==> config.mk <==
export PLATFORM = sky130hd
export DESIGN_NAME = ps2_note_decoder
export DESIGN_NICKNAME = d
export VERILOG_FILES = /design/src/rtl/ps2_note_decoder.sv
export SDC_FILE = /design/constraint.sdc
export NUM_CORES = 1
export LEC_CHECK = 0
export BUFFER_PORTS_ARGS = -buffer_cell sky130_fd_sc_hd__buf_2
export CAP_MARGIN = 25
export CORE_MARGIN = 2
export CORE_UTILIZATION = 24
export DETAILED_ROUTE_END_ITERATION = 16
export PLACE_DENSITY = 0.43
export REMOVE_ABC_BUFFERS = 1
export SETUP_SLACK_MARGIN = 0.4
export SYNTH_ARGS = -nofsm -noshare
export SYNTH_HDL_FRONTEND = slang
export SYNTH_SLANG_ARGS = --single-unit
==> constraint.sdc <==
create_clock -name clock -period 11.43 [get_ports clock]
set_input_delay 0.5715 -clock clock [delete_from_list [all_inputs] [get_ports clock]]
set_output_delay 0.5715 -clock clock [all_outputs]
set_load 0.01 [all_outputs]
==> src/rtl/ps2_note_decoder.sv <==
// PS/2 Set-2 make/break decoder for 26 piano keys with last-note priority.
// Outputs register on the edge that samples ps2_byte_valid; never stalls, so a byte can arrive every cycle.
module ps2_note_decoder #(
  parameter int NOTE_W = 5
) (
  input  logic              clock,
  input  logic              reset,
  input  logic [7:0]        ps2_byte,
  input  logic              ps2_byte_valid,
  output logic              key_pressed,
  output logic [NOTE_W-1:0] current_note_on_key,
  output logic              note_change,
  output logic [25:0]       held_mask
);

  typedef enum logic [1:0] {
    S_IDLE,
    S_BRK,
    S_EXT,
    S_EXT_BRK
  } state_t;

  state_t              r_state;
  logic [25:0]         r_held;
  logic [NOTE_W-1:0]   r_note;
  logic                r_pressed;
  logic                r_change;

  state_t              w_state_nxt;
  logic                w_hit;
  logic [4:0]          w_slot;
  logic [NOTE_W-1:0]   w_slot_note;
  logic [25:0]         w_held_nxt;
  logic [NOTE_W-1:0]   w_note_nxt;
  logic [NOTE_W-1:0]   w_fallback;
  logic                w_dup;

  // {hit, slot} for the 26 mapped make codes.
  function automatic logic [5:0] lookup(input logic [7:0] b);
    logic [5:0] r;
    case (b)
      8'h1A: r = {1'b1, 5'd0};
      8'h1B: r = {1'b1, 5'd1};
      8'h22: r = {1'b1, 5'd2};
      8'h23: r = {1'b1, 5'd3};
      8'h21: r = {1'b1, 5'd4};
      8'h2A: r = {1'b1, 5'd5};
      8'h34: r = {1'b1, 5'd6};
      8'h32: r = {1'b1, 5'd7};
      8'h33: r = {1'b1, 5'd8};
      8'h31: r = {1'b1, 5'd9};
      8'h3B: r = {1'b1, 5'd10};
      8'h3A: r = {1'b1, 5'd11};
      8'h41: r = {1'b1, 5'd12};
      8'h15: r = {1'b1, 5'd13};
      8'h1E: r = {1'b1, 5'd14};
      8'h1D: r = {1'b1, 5'd15};
      8'h26: r = {1'b1, 5'd16};
      8'h24: r = {1'b1, 5'd17};
      8'h2D: r = {1'b1, 5'd18};
      8'h2E: r = {1'b1, 5'd19};
      8'h2C: r = {1'b1, 5'd20};
      8'h36: r = {1'b1, 5'd21};
      8'h35: r = {1'b1, 5'd22};
      8'h3D: r = {1'b1, 5'd23};
      8'h3C: r = {1'b1, 5'd24};
      8'h43: r = {1'b1, 5'd25};
      default: r = 6'd0;
    endcase
    return r;
  endfunction

  // Rows overlap on note 13: slot 12 (comma) and slot 13 (Q).
  function automatic logic [NOTE_W-1:0] slot_note(input logic [4:0] s);
    return (s < 5'd13) ? s + 5'd1 : s;
  endfunction

  always_comb begin
    {w_hit, w_slot} = lookup(ps2_byte);
    w_slot_note     = slot_note(w_slot);
    w_held_nxt      = r_held;
    w_note_nxt      = r_note;
    w_fallback      = '0;
    w_dup           = 1'b0;
    w_state_nxt     = r_state;

    case (r_state)
      S_IDLE: begin
        if (ps2_byte == 8'hE0)      w_state_nxt = S_EXT;
        else if (ps2_byte == 8'hF0) w_state_nxt = S_BRK;
        else if (w_hit && !r_held[w_slot]) begin
          w_held_nxt[w_slot] = 1'b1;
          w_note_nxt         = w_slot_note;
        end
      end
      S_BRK: begin
        if (ps2_byte != 8'hF0) begin
          w_state_nxt = S_IDLE;
          if (w_hit && r_held[w_slot]) begin
            w_held_nxt[w_slot] = 1'b0;
            for (int i = 0; i < 26; i++) begin
              if (w_held_nxt[i]) begin
                if (slot_note(5'(i)) == w_slot_note) w_dup = 1'b1;
                w_fallback = slot_note(5'(i));
              end
            end
            if (w_slot_note == r_note && !w_dup) w_note_nxt = w_fallback;
          end
        end
      end
      S_EXT: begin
        if (ps2_byte == 8'hF0)      w_state_nxt = S_EXT_BRK;
        else if (ps2_byte != 8'hE0) w_state_nxt = S_IDLE;
      end
      default: begin
        if (ps2_byte != 8'hF0) w_state_nxt = S_IDLE;
      end
    endcase
  end

  always_ff @(posedge clock) begin
    if (reset) begin
      r_state   <= S_IDLE;
      r_held    <= '0;
      r_note    <= '0;
      r_pressed <= 1'b0;
      r_change  <= 1'b0;
    end else if (ps2_byte_valid) begin
      r_state   <= w_state_nxt;
      r_held    <= w_held_nxt;
      r_note    <= w_note_nxt;
      r_pressed <= |w_held_nxt;
      r_change  <= ((|w_held_nxt) != r_pressed) || (w_note_nxt != r_note);
    end else begin
      r_change  <= 1'b0;
    end
  end

  assign key_pressed         = r_pressed;
  assign current_note_on_key = r_note;
  assign note_change         = r_change;
  assign held_mask           = r_held;

endmodule

Word-level counts from Yosys, hierarchy flattened:

Memory sizes are Yosys's and may differ from the RTL's.
Cells that the tools add are included.

* reductions and logical operators: 12
* bitwise operators: 4
* add/sub/neg operators: 1
* equal/unequal tests: 36
* multiplexer cells: 127
* order comparisons: 3

Operator list (count)
* two-way mux 5 bit: 32
* two-way mux 26 bit: 5
* two-way mux 1 bit: 79
* one-hot mux 26 bit (2 select lines): 1
* equality test 5 bit, first input constant: 10
* equality test 4 x 5 -> 1 bit, first input constant: 8
* bitwise AND 26 bit: 1
* inverter 26 bit: 1
* bitwise OR 26 bit: 1
* OR reduction 26 bit: 1
* equality test 3 x 5 -> 1 bit, first input constant: 4
* equality test 8 bit, second input constant: 2
* != test 8 bit, second input constant: 2
* equality test 2 x 5 -> 1 bit, first input constant: 2
* two-way mux 2 bit: 5
* one-hot mux 5 bit (2 select lines): 1
* < comparator 5 x 6 -> 1 bit, second input constant: 1
* two-way mux 6 bit: 1
* != test 3 bit, second input constant: 2
* adder 5 x 1 -> 5 bit, second input constant: 1
* binary-select mux 1 bit (select 5 bit): 1
* demux 1 bit (select 5 bit): 1
* equality test 1 x 5 -> 1 bit, first input constant: 1
* equality test 5 bit: 1
* 15 further kinds: 19

* word-level logic and storage cells: 189
* bits in read-only memories: 768
* bits in registers: 35
* bits of input ports: 11
* memories kept: 1
* output and inout bits: 33

Memories
* (no name shown): depth 128, bits a word 6, read ports 1, clocked after memory_dff 0, wr ports 0, line 41 `case (b)`

Logic depth before layout (Yosys ltp):

An unclocked memory read counts as a cell.

* depth in word-level cells: 91
* gate-level depth with buffers: 20
* gate-level depth less buffers: 18

Worst setup path after synthesis:

OpenSTA, ideal clock, no wires.

* path kind: input -> register
* from: input ps2_byte[1]
* to: register r_change (netlist: note_change)
* data required time: 11.339 ns
* library setup time: 0.091 ns
* buffers on the path: 2
* arrival time: 4.661 ns
* slack: 6.678 ns
* stages on the path: 18
* cells stage by stage: inv_1 > ha_1 > and3_1 > o211ai_1 > a211oi_2 > clkbuf_1 > ha_1 > clkbuf_1 > o41ai_1 > o31ai_1 > and2_1 > nand4_1 > or4b_1 > a221o_1 > nor4_1 > and3_1 > xor2_1 > a311oi_1

* longest elaborated chain between the ends: 91
* elaborated cells on any way between the ends: 168
* classes of those cells: add/sub (1); order compare (3); eq/ne (31); mux (121); bitwise (3); reduce/logical (8); memory (1)

Ends and longest elaborated chain
* from (decl): line 8 `input logic [7:0] ps2_byte,`
* memory (128 x 6 bit)
* two-way mux 6 bit: line 41
* < comparator 5 x 6 -> 1 bit (implied by the code) / greater-or-equal comparator 5 x 1 -> 1 bit (equally long branches): line 92, 100
* logical AND 1 bit (implied by the code): line 92, 100
* two-way mux 1 bit (implied by the code): line 92, 100
* demux 1 bit (select 5 bit): line 92, 100
* inverter 26 bit (no line)
* bitwise AND 26 bit (no line)
* [... 75 more ...]
* zero test 1 bit: line 107 `if (w_slot_note == r_note && !w_dup) w_note_nxt = w_fallback;`
* logical AND 1 bit: line 107
* two-way mux 5 bit: line 107
* two-way mux 5 bit: line 99 `if (w_hit && r_held[w_slot]) begin`
* two-way mux 5 bit: line 97 `if (ps2_byte != 8'hF0) begin`
* one-hot mux 5 bit (2 select lines): line 87 `case (r_state)`
* != test 5 bit: line 133 `r_change <= ((|w_held_nxt) != r_pressed) || (w_note_nxt != r_note);`
* logical OR 1 bit (*): line 133
* to (signal assigned): line 133
* to (decl): line 27 `logic r_change;`

Every way passes the cells marked *; elsewhere a longest branch is shown, timed or not. The select of a mux whose other input is x is not followed.
A chain may end at the register's enable or synchronous reset.

Worst setup path after layout:

Same ends and word-level chain as after synthesis.

==> flow_summary.json <==
{
  "io_buffers": 43,
  "critPathMaxStageDelay_ns": 0.74,
  "ff2ff_setup_slack_ns": 7.36,
  "ant_nets": 0,
  "hold_viol": 0,
  "vias": 5373,
  "cp-end-kind": "flop",
  "cp_cell_sequence": "buf_2, inv_1, ha_1, mux2_2, o221ai_1, o211ai_2, nand2_2, inv_2, ha_1, o41ai_1, o31ai_1, and2_1, nand4_1, or4b_1, a221o_1, nor4_1, and3_1, xor2_1, a311oi_1",
  "yosysMostFrequentCell": "nor2_1",
  "synth_top_family_by_area": "compound AO/OA/AOI/OAI gates",
  "gp_congestion": 0.957,
  "synth_compound_area_share_pct": 44.1,
  "final_layout_size_suffix_gt1_share_pct": 16.1,
  "drtPass1Iterations": 7,
  "cts_setup_buffers": 0,
  "ios": 44,
  "yosys-top-cells-area": "dfxtp_1, a211oi_1, nor2_1",
  "synth_edf_count": 0,
  "crit_top_cell": "ha_1",
  "fin_skew_ns": 0.0109,
  "synthSimpleGateAreaFrac_pct": 24.6,
  "synth-adder-area-share_pct": 3.40,
  "wl_per_cell_um": 24.2,
  "setup_viol": 0,
  "n_antenna_cell": 0,
  "crit_path_top_delay_cell": "o31ai_1",
  "worstSetupEndpoint": "note_change",
  "coreArea_um2": 18000,
  "power_w": 0.000417,
  "cts.sinks": 35,
  "dieWidth_um": 140,
  "relSlewSlack_pct": 27.6,
  "period_minus_slack_ns": 6.27,
  "synth_top_flop_cell": "dfxtp_1",
  "yosysSeqAreaShare_pct": 15.8,
  "root_buffer": "clkbuf_16",
  "synth.area.mux_share_pct": 4.27,
  "clk_pin_slew_ns": 0.06,
  "ys_ff_latch": 35,
  "grt_first_pass_wirelength_um": 30800,
  "via_per_inst": 6.41,
  "fillerInstances": 2020,
  "syn_avg_cell_area_um2": 7.49,
  "grt_max_degree": 36,
  "cts_tree": "built",
  "synth_top_area_cell": "dfxtp_1",
  "clk_latency_ns": 0.31,
  "crit_type": "primary input to flop",
  "critPathLaunch": "ps2_byte[1]",
  "cts_buffers": 5,
  "cts_resized": 0,
  "finalCritPeriodShare_pct": 54.8,
  "tightest_slew_ns": 1.08,
  "gr-total-overflow": 0,
  "power_leakage_nw": 1.79,
  "yosysWarningCount": 0,
  "grt_pass1_vias": 5129,
  "cts.htree.levels": 2,
  "arrival_ns": 6.42,
  "dp_hpwl_um": 14700,
  "rows": 49,
  "clk_path_buf_depth": 2,
  "r2r_start": "held_mask[3]",
  "async_flop_share_pct": 0,
  "synthCells": 590,
  "drc_errors": 0,
  "hp-class": "flop to flop",
  "vdd_drop_max_v": 0.0000499,
  "finalNetCount": 631,
  "fp.dieH_um": 140,
  "path_max_fanout": 12,
  "drv_cap": 0,
  "rsz0062_at_grt": "no",
  "tns_ns": 0,
  "routed_wirelength_um": 20300,
  "start_util_pct": 24.5,
  "ff2ff_path_depth": 11,
  "die-area_um2": 19500,
  "drv_slew": 0,
  "yosys-top-cells-count": "nor2_1, nand2_1, a21oi_1",
  "power_per_cell_area_nw_per_um2": 84.1,
  "synth_top_cell_area_share_pct": 15.8,
  "cp-start-kind": "primary input",
  "cts_hold_buf": 0,
  "status": "finished, final reports clean",
  "synth_cell_type_count": 93,
  "antenna_found_initial": 0,
  "synthXorXnorAreaFrac_pct": 1.19,
  "cp.required_ns": 11.58,
  "grt_usage_pct": 20.2,
  "timing.rr.end": "note_change",
  "syn_area_um2": 4420,
  "area_growth_pct": 12.2,
  "fmax_mhz": 160,
  "drtIter0Drc": 642
}
how the worst min path moves through the flow:
stage | slack, ns | to | startpoint | depth (start not counted)
detailed placement | 0.51 | key_pressed | key_pressed | 2
CTS | 0.52 | key_pressed | key_pressed | 2
floorplan | 0.52 | key_pressed | key_pressed | 2
global placement | 0.50 | key_pressed | key_pressed | 2
finish | 0.51 | key_pressed | key_pressed | 2
global route | 0.58 | key_pressed | key_pressed | 2
final cells by class:
class                      count  area (um2)  area share (%)
inverter                      20        75.1            1.51
sequential                    35         701            14.1
timing repair buffer          52         283            5.70
clock buffer                   5         125            2.52
tap                          229         287            5.77
multi-input combinational    494        3440            69.4
clock inverter                 3        47.5           0.958
where the power goes:
part           total, W  switching [W]  internal [W]
registers      0.000128     0.00000343      0.000124
logic          0.000118      0.0000835     0.0000341
clock network  0.000172      0.0000679      0.000104
total          0.000417       0.000155      0.000263
flip-flops by register name, indices dropped and copies added, names as in the netlist:
register,count
note_change,1
r_state,2
held_mask,26
current_note_on_key,5
key_pressed,1
metal layers:
metal | vias up | share of wire (%) | global-route usage [%]
met5 | - | 0 | 0
met4 | 0 | 3.6 | 8.00
met3 | 60 | 8.8 | 4.16
met2 | 323 | 44 | 30.2
met1 | 2578 | 44 | 28.3
li1 | 2412 | - | -
cell usage in the layout (no fill, tap or decap), drive strengths merged, types with 8 or more instances in the layout:
cell,count
a31oi,20
nand2,51
o41ai,16
buf,52
ha,12
nor3,18
or3,8
nand2b,9
nand3,17
dfxtp,35
a311oi,20
o31ai,19
a211oi,27
inv,21
a21oi,38
nand4,13
nor2,51
mux2i,11
o21ai,24
o211ai,17
logic make-up (layout without fill, tap and decap cells):
| logic type | after synthesis | after routing |
|---|---|---|
| buf+inv | 61 | 80 |
| mux | 17 | 17 |
| fa+ha+maj | 12 | 12 |
| compound gates | 250 | 250 |
| simple gates | 209 | 209 |
| flops | 35 | 35 |
| xor+xnor | 6 | 6 |
worst max-delay path, delay by kind of cell:
| family | cells | cell delay [ns] |
|---|---|---|
| AO/OA/AOI/OAI | 6 | 2.08 |
| AND/OR/NAND/NOR | 6 | 1.75 |
| XOR/XNOR | 1 | 0.30 |
| buffers and inverters | 3 | 0.56 |
| adder cells (fa/ha/maj) | 2 | 0.97 |
| multiplexers | 1 | 0.17 |
per-stage QoR:
stage / std cells / hold slack [ns] / utilization (%) / instance area, um2 / worst slack [ns]
final: 838 / 0.512 / 27.5 / 4960 / 5.16
after floorplan: 549 / 0.521 / - / 4210 / 6.58
after global placement: 830 / 0.503 / 26.6 / 4790 / 5.05
after detailed placement: 830 / 0.507 / 26.6 / 4790 / 5.05
after global routing: 838 / 0.584 / 27.5 / 4960 / 4.92
after CTS: 838 / 0.515 / 27.5 / 4960 / 5.32
(Power assumes the default switching activity.)
